===== src/rtl/alu_32_bit.sv =====
// 32-bit MIPS-style ALU built from a ripple-carry chain of 1-bit slices.
// Result and zero flag are registered together; one-cycle latency.
module alu_32_bit (
  input  logic        clk,
  input  logic        rst,
  input  logic [31:0] i1,
  input  logic [31:0] i2,
  input  logic [2:0]  alu_op_select,
  output logic        zero_bit,
  output logic [31:0] out
);

  logic        binvert;
  logic [1:0]  slice_sel;
  logic        op_valid;
  logic [31:0] b_eff;
  logic [31:0] and_bits;
  logic [31:0] or_bits;
  logic [31:0] sum_bits;
  logic [32:0] carry;
  logic [31:0] slice_res;
  logic        lt;
  logic [31:0] out_d, out_q;
  logic        zero_d, zero_q;

  assign binvert   = alu_op_select[2];
  assign slice_sel = alu_op_select[1:0];

  // Only AND, OR, ADD, SUB and SLT are meaningful; every other code yields zero.
  always_comb begin
    op_valid = 1'b0;
    case (alu_op_select)
      3'b000, 3'b001, 3'b010, 3'b110, 3'b111: op_valid = 1'b1;
      default:                                op_valid = 1'b0;
    endcase
  end

  for (genvar gi = 0; gi < 32; gi++) begin : g_logic
    assign b_eff[gi]    = i2[gi] ^ binvert;
    assign and_bits[gi] = i1[gi] & b_eff[gi];
    assign or_bits[gi]  = i1[gi] | b_eff[gi];
  end

  // Ripple chain kept in one process so each slice's carry-in is its neighbour's carry-out.
  always_comb begin
    carry    = '0;
    sum_bits = '0;
    carry[0] = binvert;
    for (int k = 0; k < 32; k++) begin
      sum_bits[k]  = i1[k] ^ b_eff[k] ^ carry[k];
      carry[k + 1] = (i1[k] & b_eff[k]) | (carry[k] & (i1[k] ^ b_eff[k]));
    end
  end

  // Signed less-than: MSB of the difference corrected by two's-complement overflow.
  assign lt = sum_bits[31] ^ (carry[31] ^ carry[32]);

  for (genvar gi = 0; gi < 32; gi++) begin : g_slice_mux
    logic less_in;
    if (gi == 0) begin : g_less_lsb
      assign less_in = lt;
    end else begin : g_less_upper
      assign less_in = 1'b0;
    end

    always_comb begin
      case (slice_sel)
        2'b00:   slice_res[gi] = and_bits[gi];
        2'b01:   slice_res[gi] = or_bits[gi];
        2'b10:   slice_res[gi] = sum_bits[gi];
        default: slice_res[gi] = less_in;
      endcase
    end
  end

  assign out_d  = op_valid ? slice_res : 32'h0;
  assign zero_d = ~|out_d;

  always_ff @(posedge clk or posedge rst) begin
    if (rst) begin
      out_q  <= 32'h0;
      zero_q <= 1'b1;
    end else begin
      out_q  <= out_d;
      zero_q <= zero_d;
    end
  end

  assign out      = out_q;
  assign zero_bit = zero_q;

endmodule


===== config.mk =====
export PLATFORM = sky130hd
export DESIGN_NAME = alu_32_bit
export DESIGN_NICKNAME = d
export VERILOG_FILES = /design/src/rtl/alu_32_bit.sv
export SDC_FILE = /design/constraint.sdc
export NUM_CORES = 1
export LEC_CHECK = 0
export CAP_MARGIN = 20
export CORE_MARGIN = 1.5
export CORE_UTILIZATION = 50
export DETAILED_ROUTE_END_ITERATION = 12
export PLACE_DENSITY_LB_ADDON = 0.15
export SKIP_LAST_GASP = 1
export SYNTH_ARGS = -nofsm -noshare
export SYNTH_HDL_FRONTEND = slang
export SYNTH_SLANG_ARGS = --single-unit

===== constraint.sdc =====
create_clock -name clk -period 1.5 [get_ports clk]
set_clock_uncertainty 0.2 [all_clocks]
set_input_delay 0.375 -clock clk [delete_from_list [all_inputs] [get_ports clk]]
set_output_delay 0.375 -clock clk [all_outputs]
set_load 0.05 [all_outputs]

==> summary.txt <==
Global routing
  – Initial antenna violation count: 0
  – Largest net degree at the start of global routing: 26
  – First-pass GRT wire length: 14.8 mm
  – GRT overflow: 0
  – Vias in the first global route: 3,283
  – GRT Resource Usage Total: 24.4%

Route
  – # DRC: 0
  – Routed WL: 9.08 mm
  – Routed len/inst: 14.2 um
  – ANT nets after route: 0
  – DR vias/cell: 4.76
  – Routed via count: 3,030
  – Initial DRT Pass Iterations: 4
  – DR iter-0 viols: 74

Clock network
  – Hold_buf cts: 0
  – H-tree depth: 2
  – Clock buffer depth: 2
  – Clk slew on worst S/H paths: 0.07 ns
  – Total CTS buffers: 5
  – CTS sink count: 33
  – Clock Root Buffer: clkbuf_8
  – TritonCTS clock tree: yes

Setup path
  – Most frequent CP cell: fa_2
  – CP peak stage delay: 0.44 ns
  – CP Max Fanout: 2
  – Worst EP arrival: 12.43 ns
  – Critical Path Start Type: input port
  – Worst Path Required: 1.50 ns
  – Crit path kind: in2reg
  – Worst path slowest cell: fa_1
  – Critical path capture point type: flop

Floorplanning
  – Core Box Area: 7250 um2
  – Die Wd: 89.6 um
  – Area of the die: 8030 um2
  – # IOs: 102
  – Chip Height: 89.6 um
  – Initial Util: 51.7%
  – Rows: 31

Cells and area
  – P&R area growth vs syn: 59.2%
  – Fill count: 420
  – N_diodes: 0
  – Fin area: 5970 um2
  – Layout cell share with drive strength beyond 1: 32.0%
  – Final #Nets: 702

Timing
  – Hold Slack: 0.289 ns
  – Slew @ Worst Pin: 0.531 ns
  – Fin. Hold Viols: 0
  – Final min period: 12.43 ns
  – RSZ-0062 raised after global routing: yes
  – Max-slew violations: 0
  – Slew margin rel.: 64.1%
  – Final setup margin: -10.93 ns
  – Final setup fails: 33
  – Fin crit share: 829%
  – Fmax: 80.5 MHz

Hold path
  – Hold WC Path Type: in2async

Synthesis
  – Post-synthesis cell area: 3750 um2
  – Synth Instances: 359
  – Synthesized Nets: 524
  – Syn Area/Cell: 10.4 um2
  – Synth cell types: 27
  – Register bit total from synthesis: 33
  – Synth warn: 0
  – Share of the yosys chip area belonging to registers: 22.0%

Pwr
  – Peak supply drop: 0.339 mV
  – Leakage: 0.00309 uW
  – Pwr dens: 714 nW/um2

Status
  – Failing checks: negative setup slack
  – Status: finished with violations

Placement
  – Post-detail-place hpwl: 7.66 mm
  – Post-DP Area: 5800 um2
  – Gpl congestion: 0.809
  – I/O Buffers: 101

Job
  – Max cap viols: 0
## state kept, by name, summed over array words and instances, names as in the netlist
| signal | cells |
|---|---|
| zero_bit | 1 |
| out | 32 |
## cells in the mapped netlist (all sizes together)
library cell / instances / area, um2
mux2: 1 / 11.3
nand2: 1 / 3.75
dfstp: 1 / 26.3
nor4: 7 / 43.8
dfrtp: 32 / 801
nor4b: 2 / 23.8
nor2b: 1 / 8.76
xor2: 32 / 280
clkbuf: 3 / 11.3
nand4: 1 / 6.26
a21oi: 2 / 10.0
o21ai: 2 / 10.0
fa: 32 / 641
a211oi: 1 / 7.51
nor2: 4 / 15.0
buf: 11 / 92.6
mux2i: 30 / 300
inv: 99 / 372
ha: 64 / 801
xnor2: 1 / 8.76
and3: 1 / 6.26
a22o: 31 / 272
## what timing repair did
item                                    in CTS  in global routing
cloned                                       0                  1
pin swaps                                    4                  3
endpoints found under the setup margin      34                 34
resized for setup                           34                  3
setup buffers                                5                  4
## logic make-up (layout without fill, tap and decap cells)
group,after synthesis,after routing,synth area share (%)
buf+inv,113,291,12.7
fa+ha+maj,96,96,38.4
compound gates,36,36,7.97
xor+xnor,33,33,7.71
flops,33,33,22.0
mux,31,31,8.31
simple gates,17,18,2.87
## where the power goes
group | total (uW) | internal, uW | switching (uW)
Clock | 653 | 330 | 323
Combinational | 2500 | 1290 | 1210
Sequential | 1110 | 1010 | 102
## routing by layer
metal  vias to the layer above  part of all wire (%)  track usage [%]  wire [um]
met5                         -                     0                0          0
met1                      1489                    37             27.2       3390
met4                         0                   1.4             5.73        125
met3                        12                   4.3             3.75        394
li1                       1446                     -                -          -
met2                        83                    57             48.0       5170
## cells in the final DEF (no fill, tap or decap), types with 4 or more instances in the layout
cell and instances:
clkbuf_8 5, xor2_1 30, a22o_1 31, mux2i_1 30, nor4_1 6, ha_1 64, inv_2 4, clkdlybuf4s50_1 60
buf_12 36, fa_2 30, dfrtp_1 32, inv_1 95, buf_4 78
## worst max-delay path, delay by kind of cell
family,cells,cell delay [ns]
multiplexers,1,0.29
adder cells (fa/ha/maj),31,10.79
AND/OR/NAND/NOR,3,0.53
AO/OA/AOI/OAI,1,0.24
buffers and inverters,3,0.20
## final timing paths
path,startpoint,end,slack [ns],depth (start not counted)
max,i2[0],zero_bit,-10.93,39
min,rst,zero_bit,0.29,2
max in group asynchronous,rst,out[17],0.66,3
min in group clk,alu_op_select[1],out[14],0.36,3
## cell type report
| type | count | area (um2) | area share (%) |
|---|---|---|---|
| multi-input cells | 214 | 2570 | 43.1 |
| repair buffers | 184 | 1990 | 33.4 |
| flip-flops and latches | 33 | 827 | 13.9 |
| inverters | 99 | 372 | 6.22 |
| well taps | 99 | 124 | 2.07 |
| clock buffers | 8 | 80.1 | 1.34 |
## per-stage QoR
step | instances | utilization [%] | setup slack [ns] | TNS, ns | power (uW)
after CTS | 633 | 81.9 | -10.91 | -183.35 | 4270
after global routing | 637 | 82.3 | -11.21 | -187.51 | 4530
after detailed placement | 622 | 79.9 | -11.71 | -209.38 | 3590
after global placement | 622 | 79.9 | -11.53 | -205.04 | 3470
after floorplan | 359 | - | -10.88 | -189.04 | 2300
final | 637 | 82.3 | -10.93 | -183.55 | 4260
Power figures use the tool's default switching activity.
